$ cat src/rtl/collision_pkg.sv
// Shared types and point constants for the collision/scoring block.
// Score events are BCD amounts plus an add/subtract flag.
package collision_pkg;

   typedef struct packed {
      logic [23:0] amount;
      logic        add;
   } score_event_t;

   localparam logic [23:0] ENEMY_PTS_DEF = 24'h040000;
   localparam logic [23:0] HOOP_PTS_DEF  = 24'h160000;

endpackage

$ cat src/rtl/score_event_fifo.sv
// Small score-event FIFO: simultaneous push/pop, push accepted when full only with a pop.
// Head reads as all-zero while empty.
module score_event_fifo
   import collision_pkg::*;
#(
   parameter int DEPTH = 4
) (
   input  logic         clk,
   input  logic         reset,
   input  logic         push,
   input  score_event_t push_data,
   input  logic         pop,
   output score_event_t head,
   output logic         full,
   output logic         empty
);

   localparam int AW = $clog2(DEPTH);

   logic [AW:0]  wr_ptr_q, wr_ptr_d;
   logic [AW:0]  rd_ptr_q, rd_ptr_d;
   logic         do_push, do_pop;
   score_event_t mem [DEPTH];

   always_comb begin
      empty    = (wr_ptr_q == rd_ptr_q);
      full     = (wr_ptr_q[AW] != rd_ptr_q[AW]) &&
                 (wr_ptr_q[AW-1:0] == rd_ptr_q[AW-1:0]);
      do_pop   = pop & ~empty;
      do_push  = push & (~full | do_pop);
      wr_ptr_d = do_push ? wr_ptr_q + 1'b1 : wr_ptr_q;
      rd_ptr_d = do_pop  ? rd_ptr_q + 1'b1 : rd_ptr_q;
      head     = empty ? '0 : mem[rd_ptr_q[AW-1:0]];
   end

   always_ff @(posedge clk) begin
      if (do_push) begin
         mem[wr_ptr_q[AW-1:0]] <= push_data;
      end
   end

   always_ff @(posedge clk or posedge reset) begin
      if (reset) begin
         wr_ptr_q <= '0;
         rd_ptr_q <= '0;
      end else begin
         wr_ptr_q <= wr_ptr_d;
         rd_ptr_q <= rd_ptr_d;
      end
   end

endmodule

$ cat src/rtl/collision_event_ctrl.sv
// Collision detection, per-frame hit pulses, hoop cooldown and score-event queueing.
// Optional GHOST_MODE_EN: ghost_mode masks player/tower collisions.
module collision_event_ctrl
   import collision_pkg::*;
#(
   parameter int          NUM_SHOTS     = 3,
   parameter int          FIFO_DEPTH    = 4,
   parameter logic [23:0] ENEMY_PTS     = ENEMY_PTS_DEF,
   parameter logic [23:0] HOOP_PTS      = HOOP_PTS_DEF,
   parameter int          HOOP_COOLDOWN = 30,
   parameter int          HOOP_TIME     = 60
) (
   input  logic                 clk,
   input  logic                 reset,
   input  logic                 start_of_frame,
   input  logic                 ghost_mode,
   input  logic                 dr_player,
   input  logic                 dr_enemy,
   input  logic                 dr_enemy_hu,
   input  logic                 dr_enemy_hd,
   input  logic                 dr_tower,
   input  logic                 dr_hoop,
   input  logic [NUM_SHOTS-1:0] dr_shot,
   output logic [NUM_SHOTS-1:0] shot_tower_hit,
   output logic                 tower_enemy_hu_hit,
   output logic                 shot_enemy_hd_hit,
   output logic                 hoop_tower_hit,
   output logic                 tower_player_hit,
   output logic [NUM_SHOTS-1:0] shot_enemy_hit,
   output logic                 life_remove,
   output logic                 time_req,
   output logic [10:0]          time_len,
   output logic                 event_lost,
   output logic                 score_valid,
   input  logic                 score_ready,
   output logic [23:0]          score_amount,
   output logic                 score_add
);

   localparam int CW = $clog2(HOOP_COOLDOWN + 1);

   logic [NUM_SHOTS-1:0] shot_flag_q, shot_flag_d;
   logic [NUM_SHOTS-1:0] shot_pulse_q, shot_pulse_d;
   logic [NUM_SHOTS-1:0] pend_q, pend_d;
   logic                 life_flag_q, life_flag_d;
   logic                 life_pulse_q, life_pulse_d;
   logic                 hoop_armed_q, hoop_armed_d;
   logic                 hoop_pend_q, hoop_pend_d;
   logic [CW-1:0]        cooldown_q, cooldown_d;
   logic                 time_req_q, time_req_d;
   logic [10:0]          time_len_q, time_len_d;
   logic                 event_lost_q, event_lost_d;

   logic [NUM_SHOTS-1:0] hit_now, shot_clr;
   logic                 hoop_hit, hoop_clr, enq_valid, can_push;
   logic                 fifo_full, fifo_empty, pop;
   score_event_t         enq_data, head;

   assign shot_tower_hit     = dr_shot & {NUM_SHOTS{dr_tower}};
   assign tower_enemy_hu_hit = dr_enemy_hu & dr_tower;
   assign shot_enemy_hd_hit  = (|dr_shot) & dr_enemy_hd;
   assign hoop_tower_hit     = dr_hoop & dr_tower;

`ifdef GHOST_MODE_EN
   assign tower_player_hit = dr_player & dr_tower & ~ghost_mode;
`else
   // ghost_mode has no effect in this build; the term folds to 1.
   assign tower_player_hit = dr_player & dr_tower & (ghost_mode | ~ghost_mode);
`endif

   assign pop      = ~fifo_empty & score_ready;
   assign can_push = ~fifo_full | pop;

   always_comb begin
      hit_now  = dr_shot & {NUM_SHOTS{dr_enemy}};
      hoop_hit = dr_player & dr_hoop & hoop_armed_q;

      // A new frame wipes the flags, so a collision on the frame pulse always counts.
      if (start_of_frame) begin
         shot_flag_d  = hit_now;
         shot_pulse_d = hit_now;
         life_flag_d  = tower_player_hit;
         life_pulse_d = tower_player_hit;
      end else begin
         shot_flag_d  = shot_flag_q | hit_now;
         shot_pulse_d = hit_now & ~shot_flag_q;
         life_flag_d  = life_flag_q | tower_player_hit;
         life_pulse_d = tower_player_hit & ~life_flag_q;
      end

      enq_valid = 1'b0;
      enq_data  = '0;
      shot_clr  = '0;
      hoop_clr  = 1'b0;
      if (can_push) begin
         if (hoop_pend_q) begin
            enq_valid       = 1'b1;
            hoop_clr        = 1'b1;
            enq_data.amount = HOOP_PTS;
            enq_data.add    = 1'b1;
         end else begin
            for (int i = 0; i < NUM_SHOTS; i++) begin
               if (pend_q[i] && !enq_valid) begin
                  enq_valid       = 1'b1;
                  shot_clr[i]     = 1'b1;
                  enq_data.amount = ENEMY_PTS;
                  enq_data.add    = 1'b1;
               end
            end
         end
      end

      pend_d       = (pend_q & ~shot_clr) | shot_pulse_d;
      event_lost_d = event_lost_q
                   | (|(pend_q & ~shot_clr & shot_pulse_d))
                   | (hoop_pend_q & ~hoop_clr & hoop_hit);

      hoop_armed_d = hoop_armed_q;
      cooldown_d   = cooldown_q;
      hoop_pend_d  = hoop_pend_q & ~hoop_clr;
      if (hoop_hit) begin
         hoop_armed_d = 1'b0;
         cooldown_d   = CW'(HOOP_COOLDOWN);
         hoop_pend_d  = 1'b1;
      end else if (!hoop_armed_q && start_of_frame) begin
         if (cooldown_q <= CW'(1)) begin
            cooldown_d   = '0;
            hoop_armed_d = 1'b1;
         end else begin
            cooldown_d = cooldown_q - 1'b1;
         end
      end

      time_req_d = hoop_hit;
      time_len_d = hoop_hit ? 11'(HOOP_TIME) : 11'd0;
   end

   always_ff @(posedge clk or posedge reset) begin
      if (reset) begin
         shot_flag_q  <= '0;
         shot_pulse_q <= '0;
         pend_q       <= '0;
         life_flag_q  <= 1'b0;
         life_pulse_q <= 1'b0;
         hoop_armed_q <= 1'b1;
         hoop_pend_q  <= 1'b0;
         cooldown_q   <= '0;
         time_req_q   <= 1'b0;
         time_len_q   <= '0;
         event_lost_q <= 1'b0;
      end else begin
         shot_flag_q  <= shot_flag_d;
         shot_pulse_q <= shot_pulse_d;
         pend_q       <= pend_d;
         life_flag_q  <= life_flag_d;
         life_pulse_q <= life_pulse_d;
         hoop_armed_q <= hoop_armed_d;
         hoop_pend_q  <= hoop_pend_d;
         cooldown_q   <= cooldown_d;
         time_req_q   <= time_req_d;
         time_len_q   <= time_len_d;
         event_lost_q <= event_lost_d;
      end
   end

   score_event_fifo #(.DEPTH(FIFO_DEPTH)) u_fifo (
      .clk       (clk),
      .reset     (reset),
      .push      (enq_valid),
      .push_data (enq_data),
      .pop       (pop),
      .head      (head),
      .full      (fifo_full),
      .empty     (fifo_empty)
   );

   assign shot_enemy_hit = shot_pulse_q;
   assign life_remove    = life_pulse_q;
   assign time_req       = time_req_q;
   assign time_len       = time_len_q;
   assign event_lost     = event_lost_q;
   assign score_valid    = ~fifo_empty;
   assign score_amount   = head.amount;
   assign score_add      = head.add;

endmodule

$ cat config.mk
export PLATFORM = sky130hd
export DESIGN_NAME = collision_event_ctrl
export DESIGN_NICKNAME = d
export VERILOG_FILES = /design/src/rtl/collision_pkg.sv /design/src/rtl/score_event_fifo.sv /design/src/rtl/collision_event_ctrl.sv
export SDC_FILE = /design/constraint.sdc
export NUM_CORES = 1
export LEC_CHECK = 0
export CORE_MARGIN = 2
export CORE_UTILIZATION = 53
export DETAILED_ROUTE_END_ITERATION = 16
export HOLD_SLACK_MARGIN = 0.06
export PLACE_DENSITY = 0.79
export REMOVE_ABC_BUFFERS = 1
export SETUP_SLACK_MARGIN = 0.4
export SYNTH_ARGS = -nofsm -noshare
export SYNTH_HDL_FRONTEND = slang
export SYNTH_HIERARCHICAL = 1
export SYNTH_SLANG_ARGS = --single-unit
$ cat constraint.sdc
create_clock -name clk -period 3 [get_ports clk]
set_clock_uncertainty 0.15 [all_clocks]
set_input_delay 0.45 -clock clk [delete_from_list [all_inputs] [get_ports clk]]
set_output_delay 0.45 -clock clk [all_outputs]
set_load 0.01 [all_outputs]
==> metrics.md <==
| Metric | Value |
|---|---|
| Syn Area/Cell | `17.6 µm²` |
| CTS buffer count | `17` |
| Iter 0 DRT Violations | `around 160` |
| VDD IR max | `around 0.00065 V` |
| Initial core utilization | `54.4%` |
| Fillers | `approximately 610` |
| H-tree depth | `4` |
| Synth cell types | `48` |
| Core area | `0.00973 mm²` |
| Synth cell count leaders | `100 x edfxtp_1, 27 x nor2b_1, 25 x dfrtp_1, 20 x mux4_2, 14 x buf_4` |
| IO buf count | `55` |
| First-pass GRT wire length | `approximately 16 mm` |
| Nets | `503` |
| Crit start category | `flip-flop` |
| Top-count cell post-synth | `edfxtp_1` |
| Synth Register Bits | `126` |
| Sink Count | `between 100 and 150` |
| CTS Buffer Depth | `2` |
| Post-synth EDFFs | `100` |
| Post-synth top area share | `56.8%` |
| Share of post-route cells with drive strength above 1 | `about 29%` |
| F_max | `368 MHz` |
| Via count | `just over 3,000` |
| Post-synth ARST share | `about a fifth` |
| Clock Latency Late Sink | `roughly 0.51 ns` |
| Area growth, synth to finish | `37.6%` |
| Synth Flop Type | `edfxtp_1` |
| N_diodes | `0` |
| CTS tree | `yes` |
| Area leader, netlist | `edfxtp_1` |
| CP Class | `reg2out` |
| Max Fanout on Critical Path | `7` |
| Cell Rows | `36` |
| Leak | `around 2.9 nW` |
| Synth top area cells | `edfxtp_1 57%, dfrtp_1 12%, mux4_2 8.5%` |
| Final routed DRC violation total | `0` |
| Status | `completed` |
| GRT Total Usage | `20.3%` |
| DR vias/cell | `between 4 and 5` |
| Hold Crit Depth | `1` |
| Setup TNS | `0 ns` |
| Gr ovfl total | `0` |
| Utilization after layout | `74.8%` |
| R2R cell count | `8` |
| Final wirelength | `10.8 mm` |
| Root buf cell | `clkbuf_8` |
| Drt pass-1 iters | `4` |
| Register area | `0.00366 mm²` |
| Worst Path Arrival | `about 2.1 ns` |
| Die X | `around 100 µm` |
| Post-Syn Instances | `301` |
| Required time of the critical path | `2.40 ns` |
| Final Hold Viols | `0` |
| Rel. slew slack | `48.7%` |
| Register area share after synthesis | `between 60% and 70%` |
| Post-Syn Area | `roughly 0.0053 mm²` |
| Max cap viols | `0` |
| Antenna violations before repair | `0` |
| DR WL/cell | `17.3 µm` |
| Io pins | `64` |
| Final Slew Violations | `0` |
| Final Critical Period | `2.72 ns` |
| Setup violators final | `0` |
| Detail Route Antenna Nets | `0` |
| Final HPWL DP | `approximately 5.6 mm` |
| Footprint of the multi-input gates | `0.00186 mm²` |
| Worst-Margin Slew | `0.769 ns` |
| Critical Path Sink Type | `output pin` |
| RSZ-0062 raised after global routing | `yes` |
| Die area | `0.0108 mm²` |
| Hold WC Path Type | `reg2reg` |
| Die Span Y | `approximately 100 µm` |
| Gp weighted congestion | `0.814` |
| Largest net degree at the start of global routing | `28` |
| Number of global-route vias before repair | `about 3,200` |
| Tcrit/Tclk final | `90.5%` |
| Yosys Warn Count | `6` |
| Pwr dens | `approximately 1200 mW/mm²` |
| Clock slew at reported path FFs | `0.06 ns` |
## power breakdown
group          internal, mW  switching, mW  total [mW]  leakage [nW]
Combinational          2.04           1.85        3.89          1.41
Sequential             2.62          0.273        2.90          1.23
Clock                  1.18          0.742        1.93         0.269
Total                  5.84           2.87        8.71          2.91
## path summary, 6_finish.rpt
path,start,endpoint,slack [ns]
worst max-delay path,u_fifo/rd_ptr_q[0],score_amount[18],0.28
worst min-delay path,life_flag_q,life_remove,0.30
worst max register to register,u_fifo/rd_ptr_q[0],u_fifo/mem[0][16],0.35
worst min register to register,life_flag_q,life_remove,0.30
max in group asynchronous,reset,pend_q[2],1.41
min in group asynchronous,reset,u_fifo/rd_ptr_q[2],0.58
## kinds of logic (layout without fill, tap and decap cells)
| logic type | count (synthesis) | count (layout) | share of synthesized area [%] |
|---|---|---|---|
| AO/OA/AOI/OAI | 27 | 27 | 3.90 |
| buffers and inverters | 33 | 137 | 3.55 |
| flip-flops | 126 | 126 | 69.1 |
| other | 1 | 91 | 0.0709 |
| multiplexers | 27 | 27 | 11.4 |
| AND/OR/NAND/NOR | 72 | 72 | 8.26 |
| XOR/XNOR | 8 | 8 | 2.03 |
| adder cells (fa/ha/maj) | 7 | 7 | 1.66 |
## cells in the final DEF (no fill, tap or decap), drive strengths merged, types with 8 or more instances in the layout
cell type	instances
mux4	25
inv	14
nor2b	28
dfrtp	25
conb	91
clkbuf	21
clkdlybuf4s50	29
edfxtp	100
nand2	10
a21oi	8
buf	59
## timing repair
item | 4_1_cts | 5_1_grt
resized for setup | 130 | 26
pin swaps | 1 | 5
setup endpoints to repair | 43 | 109
hold endpoints to repair | 6 | 0
gates cloned | 4 | 1
buffers inserted | 13 | 7
hold buffers | 1 | 0
## area by class of cell
type | instances | share of cell area, %
timing repair buffer | 93 | 13.5
sequential | 126 | 50.3
clock buffer | 19 | 5.79
clock inverter | 13 | 1.94
tap | 133 | 2.29
multi-input combinational | 232 | 25.6
inverter | 12 | 0.619
## stage by stage
stage               setup slack (ns)  std cells  total power [mW]  cell area (µm²)  hold WS, ns
floorplan                      -1.08        370              4.63             5480       0.0910
global placement               0.304        570              5.95             6320        0.286
detailed placement             0.255        570              6.06             6320        0.296
CTS                            0.262        620              8.32             7110        0.305
global route                   0.208        628              9.13             7280        0.335
finish                         0.284        628              8.71             7280        0.301
## sequential cells by signal (all words and copies together), names as in the netlist
register,cells
event_lost,1
life_flag_q,1
u_fifo/wr_ptr_q,3
cooldown_q,5
u_fifo/mem,100
time_len,1
shot_enemy_hit,3
life_remove,1
u_fifo/rd_ptr_q,3
hoop_armed_q,1
hoop_pend_q,1
shot_flag_q,3
pend_q,3
## per-layer routing
layer	GRT usage (%)	routed length, µm	up-vias
li1	-	-	1416
met1	23.8	4230	1547
met2	36.1	5890	85
met3	5.89	523	19
met4	6.66	196	0
met5	0	0	-
## critical path, cell delays in order, from the launching register on
cell             delay, ns
dfrtp_2               0.47
buf_4                 0.18
xor2_4                0.19
nor3_4                0.22
buf_12                0.15
buf_12                0.13
nor2b_2               0.05
clkdlybuf4s15_2       0.22
Note: power is estimated with default switching activity, not from simulation.
